[src/rtl/key_schedule_if.sv]
// Round-key stream, start/key control and shared S-box port of the AES-128 key schedule sequencer.
interface key_schedule_if;
   logic         i_start;
   logic [127:0] i_key;
   logic         o_busy;
   logic         o_rkValid;
   logic         i_rkReady;
   logic [127:0] o_roundKey;
   logic [3:0]   o_rkIndex;
   logic         o_sboxReq;
   logic [31:0]  o_sboxIn;
   logic [31:0]  i_sboxOut;
   logic         o_done;

   modport slave (
      input  i_start, i_key, i_rkReady, i_sboxOut,
      output o_busy, o_rkValid, o_roundKey, o_rkIndex, o_sboxReq, o_sboxIn, o_done
   );

   modport master (
      output i_start, i_key, i_rkReady, i_sboxOut,
      input  o_busy, o_rkValid, o_roundKey, o_rkIndex, o_sboxReq, o_sboxIn, o_done
   );
endinterface

[src/rtl/key_schedule_controller.sv]
// Iterative AES-128 key expansion: emits round keys 0..10 one per handshake, using an
// external shared S-box whose result arrives SBOX_LAT cycles after the request word.
module key_schedule_controller #(
   parameter int unsigned SBOX_LAT = 0
) (
   input logic           i_clk,
   input logic           i_rst_n,
   key_schedule_if.slave ks
);
   typedef enum logic [1:0] {
      ST_IDLE = 2'd0,
      ST_OUT  = 2'd1,
      ST_SUB  = 2'd2
   } state_t;

   localparam logic [1:0] LAST_WAIT  = SBOX_LAT[1:0];
   localparam logic [3:0] LAST_INDEX = 4'd10;

   state_t       state_r, state_nxt_s;
   logic [127:0] key_r, key_nxt_s;
   logic [7:0]   rcon_r, rcon_nxt_s;
   logic [3:0]   index_r, index_nxt_s;
   logic [1:0]   wait_r, wait_nxt_s;
   logic [31:0]  t_s, sbox_in_nxt_s;
   logic         done_nxt_s;
   logic         busy_r, rk_valid_r, sbox_req_r, done_r;
   logic [31:0]  sbox_in_r;

   function automatic logic [31:0] rot_word(input logic [31:0] w);
      return {w[23:0], w[31:24]};
   endfunction

   function automatic logic [7:0] xtime(input logic [7:0] b);
      return {b[6:0], 1'b0} ^ (b[7] ? 8'h1b : 8'h00);
   endfunction

   function automatic logic [127:0] chain_xor(input logic [127:0] k, input logic [31:0] t);
      logic [31:0] w0, w1, w2, w3;
      w0 = k[127:96] ^ t;
      w1 = k[95:64]  ^ w0;
      w2 = k[63:32]  ^ w1;
      w3 = k[31:0]   ^ w2;
      return {w0, w1, w2, w3};
   endfunction

   // Next-state, key-update and output-register input logic.
   always_comb begin
      state_nxt_s = state_r;
      key_nxt_s   = key_r;
      rcon_nxt_s  = rcon_r;
      index_nxt_s = index_r;
      wait_nxt_s  = wait_r;
      done_nxt_s  = 1'b0;
      t_s         = ks.i_sboxOut ^ {rcon_r, 24'h000000};
      case (state_r)
         ST_IDLE: begin
            if (ks.i_start) begin
               key_nxt_s   = ks.i_key;
               index_nxt_s = 4'd0;
               rcon_nxt_s  = 8'h01;
               wait_nxt_s  = 2'd0;
               state_nxt_s = ST_OUT;
            end else begin
               state_nxt_s = ST_IDLE;
            end
         end
         ST_OUT: begin
            if (ks.i_rkReady) begin
               if (index_r == LAST_INDEX) begin
                  state_nxt_s = ST_IDLE;
                  done_nxt_s  = 1'b1;
               end else begin
                  state_nxt_s = ST_SUB;
                  wait_nxt_s  = 2'd0;
               end
            end else begin
               state_nxt_s = ST_OUT;
            end
         end
         ST_SUB: begin
            // The S-box result is only trusted on the final SUB cycle.
            if (wait_r == LAST_WAIT) begin
               key_nxt_s   = chain_xor(key_r, t_s);
               index_nxt_s = index_r + 4'd1;
               rcon_nxt_s  = xtime(rcon_r);
               wait_nxt_s  = 2'd0;
               state_nxt_s = ST_OUT;
            end else begin
               wait_nxt_s  = wait_r + 2'd1;
            end
         end
         default: begin
            state_nxt_s = ST_IDLE;
         end
      endcase
      if (state_nxt_s == ST_SUB) begin
         sbox_in_nxt_s = rot_word(key_nxt_s[31:0]);
      end else begin
         sbox_in_nxt_s = 32'h0000_0000;
      end
   end

   // Sequencer state and key/round-constant registers.
   always_ff @(posedge i_clk or negedge i_rst_n) begin
      if (!i_rst_n) begin
         state_r <= ST_IDLE;
         key_r   <= 128'h0;
         rcon_r  <= 8'h01;
         index_r <= 4'd0;
         wait_r  <= 2'd0;
      end else begin
         state_r <= state_nxt_s;
         key_r   <= key_nxt_s;
         rcon_r  <= rcon_nxt_s;
         index_r <= index_nxt_s;
         wait_r  <= wait_nxt_s;
      end
   end

   // Registered status and S-box request outputs, decoded from the next state.
   always_ff @(posedge i_clk or negedge i_rst_n) begin
      if (!i_rst_n) begin
         busy_r     <= 1'b0;
         rk_valid_r <= 1'b0;
         sbox_req_r <= 1'b0;
         sbox_in_r  <= 32'h0000_0000;
         done_r     <= 1'b0;
      end else begin
         busy_r     <= (state_nxt_s != ST_IDLE);
         rk_valid_r <= (state_nxt_s == ST_OUT);
         sbox_req_r <= (state_nxt_s == ST_SUB);
         sbox_in_r  <= sbox_in_nxt_s;
         done_r     <= done_nxt_s;
      end
   end

   assign ks.o_busy     = busy_r;
   assign ks.o_rkValid  = rk_valid_r;
   assign ks.o_roundKey = key_r;
   assign ks.o_rkIndex  = index_r;
   assign ks.o_sboxReq  = sbox_req_r;
   assign ks.o_sboxIn   = sbox_in_r;
   assign ks.o_done     = done_r;
endmodule

[src/flat_wrapper.sv]
// flat-port wrapper written by rule: the top's interface ports become plain ports
module key_schedule_controller_flat 
#(
   parameter int unsigned SBOX_LAT = 0
)
  (i_clk, i_rst_n, ks_i_start, ks_i_key, ks_i_rkReady, ks_i_sboxOut, ks_o_busy, ks_o_rkValid, ks_o_roundKey, ks_o_rkIndex, ks_o_sboxReq, ks_o_sboxIn, ks_o_done);
  key_schedule_if ks_i ();
  input logic i_clk;
  input logic i_rst_n;
  input wire logic [$bits(ks_i.i_start)-1:0] ks_i_start;
  input wire logic [$bits(ks_i.i_key)-1:0] ks_i_key;
  input wire logic [$bits(ks_i.i_rkReady)-1:0] ks_i_rkReady;
  input wire logic [$bits(ks_i.i_sboxOut)-1:0] ks_i_sboxOut;
  output wire logic [$bits(ks_i.o_busy)-1:0] ks_o_busy;
  output wire logic [$bits(ks_i.o_rkValid)-1:0] ks_o_rkValid;
  output wire logic [$bits(ks_i.o_roundKey)-1:0] ks_o_roundKey;
  output wire logic [$bits(ks_i.o_rkIndex)-1:0] ks_o_rkIndex;
  output wire logic [$bits(ks_i.o_sboxReq)-1:0] ks_o_sboxReq;
  output wire logic [$bits(ks_i.o_sboxIn)-1:0] ks_o_sboxIn;
  output wire logic [$bits(ks_i.o_done)-1:0] ks_o_done;
  assign ks_i.i_start = ks_i_start;
  assign ks_i.i_key = ks_i_key;
  assign ks_i.i_rkReady = ks_i_rkReady;
  assign ks_i.i_sboxOut = ks_i_sboxOut;
  assign ks_o_busy = ks_i.o_busy;
  assign ks_o_rkValid = ks_i.o_rkValid;
  assign ks_o_roundKey = ks_i.o_roundKey;
  assign ks_o_rkIndex = ks_i.o_rkIndex;
  assign ks_o_sboxReq = ks_i.o_sboxReq;
  assign ks_o_sboxIn = ks_i.o_sboxIn;
  assign ks_o_done = ks_i.o_done;
  key_schedule_controller #(.SBOX_LAT(SBOX_LAT)) u_core (.i_clk(i_clk), .i_rst_n(i_rst_n), .ks(ks_i));
endmodule
[config.mk]
export PLATFORM = sky130hd
export DESIGN_NAME = key_schedule_controller_flat
export DESIGN_NICKNAME = d
export VERILOG_FILES = /design/src/rtl/key_schedule_if.sv /design/src/rtl/key_schedule_controller.sv /design/src/flat_wrapper.sv
export SDC_FILE = /design/constraint.sdc
export NUM_CORES = 1
export LEC_CHECK = 0
export CAP_MARGIN = 20
export CORE_MARGIN = 5
export CORE_UTILIZATION = 30
export CTS_CLUSTER_SIZE = 40
export DETAILED_ROUTE_END_ITERATION = 6
export MAX_ROUTING_LAYER = met4
export PLACE_DENSITY = 0.61
export SKIP_LAST_GASP = 1
export SLEW_MARGIN = 20
export SYNTH_ARGS = -nofsm -noshare
export SYNTH_HDL_FRONTEND = slang
export SYNTH_SLANG_ARGS = --single-unit
[constraint.sdc]
create_clock -name i_clk -period 2.4 [get_ports i_clk]
set_clock_uncertainty 0.1 [all_clocks]
set_input_delay 0.48 -clock i_clk [delete_from_list [all_inputs] [get_ports i_clk]]
set_output_delay 0.48 -clock i_clk [all_outputs]
set_load 0.01 [all_outputs]
==> flow_summary.ini, run 1 <==
[place]
gp_congestion = 0.872
hpwl_microns = 27300
numPortBuffers = 331

[worst_setup_path]
endpoint_kind = register
worstPathMaxFanout = 49
critPathRequiredTime_ns = 2.59
crit_type = register to register
worstPathArrival_ns = 2.36
startpoint_type = register
worstRegToRegCells = 7

[clocking]
clock-root-buffer = clkbuf_16
clockBufferDepth = 2
clock_sinks = 180
clkTransAtPathRegs_ns = 0.07
cts_max_level = 4
worstSkewPairLatency_ns = 0.44
cts-buffers-inserted = 17
cts_setup_buffers = 0
cts_tree = done

[global_routing]
grt_max_degree = 58
globalRouteOverflowTotal = 0
antenna_found_initial = 3
grt_pass1_wl_microns = 55700
grt_pass1_vias = 9050
grt.total_usage_pct = 20.5

[timing]
worst_pin_slew_ns = 0.651
hold_viol = 0
holdWs_ns = 0.401
slew_headroom_pct = 56.3
rsz0062_at_grt = no
finalCriticalPeriod_ns = 2.17
finalSetupViolCount = 0
timing.fmax_mhz = 461
min_period_over_period_pct = 90.4
slew_viol_final = 0

[route]
drc = 0
via_per_inst = 5.18
drt-pass1-iter-count = 6
initialDrtViolationCount = 556
wl_microns = 36900
dr_total_vias = 9085
wl_per_cell_microns = 21.0
ant_nets = 0

[synth]
synth_edf_count = 0
synthFlopType = dfrtp_1
synth-async-reset-ratio_pct = 100
yosysSeqAreaShare_pct = 46.3
avgSynthCellArea_sq_um = 10.1
yosysWarningCount = 0
synthCells = 963
synth_nets = 1131
syn_area_sq_um = 9740
ys_ff_latch = 180
yosysUniqueCellTypes = 53

[cells_and_area]
num-fill-cells = 3025
nNetsFinal = 1463
finish.utilization_pct = 44.7
register_area_sq_um = 4510
area.growth.synth_to_final_pct = 48.1
multiInputGateArea_sq_um = 4750
layout-drive-gt1-share_pct = 7.49

[min_path]
hold_path_class = register to register
hold_depth = 2

[power]
power.switching_mw = 8.66
p_leak_nw = 6.01
powerDensity_nw_per_um2 = 1410
peakVddDrop_mv = 0.624
combPwrFrac_pct = 57.2
seqPwrFrac_pct = 28.7
p_int_mw = 11.7
switching_share_pct = 42.6
p_clk_share_pct = 14.2

[outcome]
status = finished, final reports clean

[floorplanning]
start_util_pct = 30.2
std_cell_rows = 66
dieWidth_microns = 190
coreArea_sq_um = 32300
io-pin-count = 332
die_area_sq_um = 36200
die_y_microns = 190

[run]
drv_cap = 0
==> cell usage after synthesis, types with 2 or more instances <==
cell / number / area, sq um
dfrtp_1: 179 / 4480
nand2_1: 99 / 372
o21ai_0: 63 / 315
xor2_1: 52 / 455
a221o_1: 50 / 500
nor3_1: 46 / 230
xnor2_1: 46 / 403
nor4_1: 38 / 238
buf_2: 36 / 180
nor2_1: 36 / 135
inv_1: 33 / 124
o22ai_1: 32 / 200
o211ai_1: 31 / 233
nor3b_1: 28 / 210
clkbuf_1: 26 / 97.6
o211a_1: 19 / 190
o22a_1: 19 / 166
mux2i_1: 16 / 160
a21oi_1: 13 / 65.1
a22oi_1: 10 / 75.1
or3_1: 9 / 56.3
xnor3_1: 9 / 203
a2bb2oi_1: 8 / 70.1
buf_4: 8 / 60.1
nor2b_1: 6 / 37.5
a221oi_1: 5 / 43.8
a31oi_1: 5 / 31.3
a311oi_1: 4 / 35.0
a32oi_1: 4 / 35.0
ha_1: 4 / 50.1
buf_6: 3 / 33.8
nand3_1: 3 / 15.0
a32o_1: 2 / 20.0
nand2b_1: 2 / 12.5
==> what timing repair did <==
| item | in CTS | in global routing |
|---|---|---|
| hold endpoints to repair | 50 | 0 |
| hold buffers | 1 | 0 |
| gates resized for setup | 0 | 0 |
==> cells in the final DEF, fill, tap and decap left out, types with 5 or more instances in the layout <==
master           netlist  layout
a31oi_1                5       5
nand2_1               99      99
nor2_1                36      36
a221o_1               50      50
o22ai_1               32      32
clkdlybuf4s50_1        0     330
mux2i_1               16      16
o22a_1                19      19
o211a_1               19      19
o211ai_1              31      31
buf_4                  8      43
xnor3_1                9       9
xor2_1                52      52
nor2b_1                6       6
a2bb2oi_1              8       8
a221oi_1               5       5
xnor2_1               46      46
dfrtp_1              179     178
nor3_1                46      46
o21ai_0               63      63
or3_1                  9       9
clkbuf_16              0      17
buf_12                 0      12
a22oi_1               10      10
a21oi_1               13      13
inv_1                 33      33
nor4_1                38      38
nor3b_1               28      28
==> power groups by stage <==
| stage | Combinational (mW) | Sequential (mW) | Clock (mW) |
|---|---|---|---|
| floorplan | 5.58 | 6.14 | 0 |
| global placement | 11.4 | 5.82 | 0 |
| detailed placement | 11.6 | 5.85 | 0 |
| CTS | 11.7 | 5.82 | 2.95 |
| global route | 12.5 | 6.04 | 3.06 |
| finish | 11.6 | 5.83 | 2.88 |
==> routing by layer <==
metal,share of wire (%),vias up,GRT usage (%)
met1,46,4489,28.4
met2,45,308,29.4
li1,-,4231,-
met5,0,-,-
met4,3.0,0,7.71
met3,5.9,57,4.61
==> final cells by class <==
cell class              count  share of cell area [%]
inverters                  34                   0.885
flip-flops and latches    180                    31.2
multi-input cells         675                    33.0
diodes                      3                  0.0520
repair buffers            387                    27.0
clock buffers              21                    3.19
clock inverters            11                   0.876
well taps                 442                    3.83
==> cell families (layout without fill, tap and decap cells) <==
logic type	Yosys count	after routing	share of synthesized area (%)
AO/OA/AOI/OAI	271	271	21.0
flip-flops	180	180	46.3
AND/OR/NAND/NOR	276	276	14.3
multiplexers	16	16	1.64
adder cells (fa/ha/maj)	4	4	0.514
buffers and inverters	108	453	5.16
other	0	3	0
XOR/XNOR	108	108	11.1
==> metrics by stage <==
| step | cell area (sq um) | setup TNS (ns) | setup WS (ns) | power (mW) | cells |
|---|---|---|---|---|---|
| floorplan | 9740 | 0 | 0.623 | 11.7 | 963 |
| global placement | 13800 | 0 | 0.0274 | 17.2 | 1717 |
| detailed placement | 13800 | -0.0126 | -0.0126 | 17.5 | 1717 |
| CTS | 14400 | 0 | 0.242 | 20.4 | 1750 |
| global route | 14400 | 0 | 0.168 | 21.6 | 1753 |
| finish | 14400 | 0 | 0.231 | 20.3 | 1753 |
==> worst max-delay path, stage by stage (launching register included) <==
cell and delay (ns):
dfrtp_1 0.38, inv_1 0.08, ha_1 0.41, inv_2 0.13, buf_12 0.21, a21boi_4 0.24
buf_4 0.33, nor4_1 0.10
==> flip-flops by register name (all words and copies together) (netlist names), 2 cells and up <==
register,count
u_core.ks.o_roundKey,128
u_core.rcon_r,8
u_core.ks.o_sboxIn,32
u_core.state_r,2
u_core.ks.o_rkIndex,4
u_core.wait_r,2
==> path summary, 6_finish.rpt <==
path | from | end | slack [ns]
worst max-delay path | u_core.wait_r[0] | u_core.ks.o_sboxIn[26] | 0.23
worst min-delay path | u_core.rcon_r[0] | u_core.rcon_r[0] | 0.40
worst max register to register | u_core.wait_r[0] | u_core.ks.o_sboxIn[26] | 0.23
worst min register to register | u_core.rcon_r[0] | u_core.rcon_r[0] | 0.40
max in group asynchronous | i_rst_n | u_core.ks.o_sboxIn[29] | 0.91
min in group asynchronous | i_rst_n | u_core.ks.o_sboxReq | 0.47
No activity file was read; power rests on OpenSTA's default activity.
==> run 2, diff against run 1 <==
- CORE_MARGIN: 5 -> 2
==> run 2 against run 1 <==
Hold slack gained 0.0092 ns. Via count shrank 0.70%. Flip-flop and latch count stayed put. Maximum frequency is 1.0% lower. Design area up 0.32%. Combinational power about the same. Sequential power about the same. Final cell count decreased by 0.51%. Routed wire length shrank 2.8%. Total power increased by 0.26%. Critical path depth is 1 lower. First-iteration DRC count decreased by 2.3%.
==> flow_summary.ini, run 2 (same netlist as run 1, synthesis figures left out) <==
[route]
initialDrtViolationCount = 543
drt-pass1-iter-count = 5
drc = 0
dr_total_vias = 9021
wl_per_cell_microns = 20.5
wl_microns = 35800
via_per_inst = 5.17
ant_nets = 0

[min_path]
hold_path_class = register to register
hold_depth = 2

[cells_and_area]
instances_no_fill = 1744
layout_commonest_cell = clkdlybuf4s50_1
area.growth.synth_to_final_pct = 48.6
finish.utilization_pct = 45.5
nNetsFinal = 1462
layout-drive-gt1-share_pct = 7.57
largest_reg_flops = 128
design_area_sq_um = 14500
most-common-layout-cells = clkdlybuf4s50_1 (330), dfrtp_1 (178), nand2_1 (99), o21ai_0 (63), xor2_1 (52)

[timing]
worst_pin_slew_ns = 0.707
finalSetupTns_ns = 0
finalSetupViolCount = 0
min_period_over_period_pct = 91.3
slew_headroom_pct = 52.5
timing.fmax_mhz = 456
hold_viol = 0
rsz0062_at_grt = no
finalCriticalPeriod_ns = 2.19
slew_viol_final = 0

[floorplanning]
die_area_sq_um = 33900
dieWidth_microns = 184
std_cell_rows = 65
coreArea_sq_um = 31800
start_util_pct = 30.6
io-pin-count = 332
die_y_microns = 184

[clocking]
cts_max_level = 4
clock_sinks = 180
clock-root-buffer = clkbuf_16
clkTransAtPathRegs_ns = 0.07
cts_tree = done
worstSkewPairLatency_ns = 0.44
cts-buffers-inserted = 17
hold_buffers = 1
clockBufferDepth = 2
cts_setup_buffers = 0
cts_resized = 0

[worst_setup_path]
worstPathMaxFanout = 28
worstRegToRegCells = 6
endpoint_kind = register
crit_type = register to register
worstPathArrival_ns = 2.44
critPathRequiredTime_ns = 2.65
startpoint_type = register

[power]
powerDensity_nw_per_um2 = 1410
peakVddDrop_mv = 0.596
p_leak_nw = 6.04

[place]
numPortBuffers = 331
gp_congestion = 0.873
dp.cells = 1709
hpwl_microns = 26300
dpl_cell_area_sq_um = 13900

[outcome]
status = finished, final reports clean

[global_routing]
globalRouteOverflowTotal = 0
grt_pass1_wl_microns = 53800
grt_pass1_vias = 8973
grt.total_usage_pct = 21.5
antenna_found_initial = 2
grt_max_degree = 51

[run]
drv_cap = 0
==> run 2: worst paths after layout <==
kind / startpoint / slack, ns / endpoint
min: u_core.rcon_r[0] / 0.41 / u_core.rcon_r[0]
max in group asynchronous: i_rst_n / 1.04 / u_core.rcon_r[0]
min in group asynchronous: i_rst_n / 0.44 / u_core.ks.o_sboxIn[3]
max reg2reg: u_core.wait_r[0] / 0.21 / u_core.ks.o_roundKey[61]
max: u_core.wait_r[0] / 0.21 / u_core.ks.o_roundKey[61]
min reg2reg: u_core.rcon_r[0] / 0.41 / u_core.rcon_r[0]
==> run 2: worst max-delay path, cell delays in order, from the launching register on <==
cell      delay [ns]
dfrtp_1         0.38
inv_1           0.08
ha_1            0.45
nand3b_4        0.34
buf_12          0.28
or3_1           0.35
o211ai_1        0.11
==> run 2: cell type report <==
type	instances	area, sq um
Timing Repair Buffer	386	3930
Antenna cell	2	5.00
Clock inverter	13	149
Inverter	34	128
Tap cell	435	544
Fill cell	2982	17300
Sequential cell	180	4510
Clock buffer	19	453
Multi-Input combinational cell	675	4750
==> run 2: power by group <==
part	total (mW)	switching, mW	internal, mW
combinational	11.6	5.93	5.68
sequential	5.83	1.45	4.38
clock	2.95	1.34	1.61
==> run 2: metrics by stage <==
stage / worst slack, ns / hold slack, ns / power [mW]
3_3_place_gp: 0.0161 / 0.368 / 17.2
2_1_floorplan: 0.623 / 0.0844 / 11.7
6_report: 0.209 / 0.411 / 20.4
3_5_place_dp: -0.0309 / 0.366 / 17.4
5_1_grt: 0.0684 / 0.445 / 21.7
4_1_cts: 0.169 / 0.411 / 20.5
==> run 2: layer usage <==
layer / vias up / part of all wire (%) / global-route usage, %
met1: 4478 / 47 / 29.7
met2: 286 / 46 / 32.3
li1: 4217 / - / -
met4: 0 / 2.5 / 6.75
met3: 40 / 4.8 / 3.71
met5: - / 0 / -
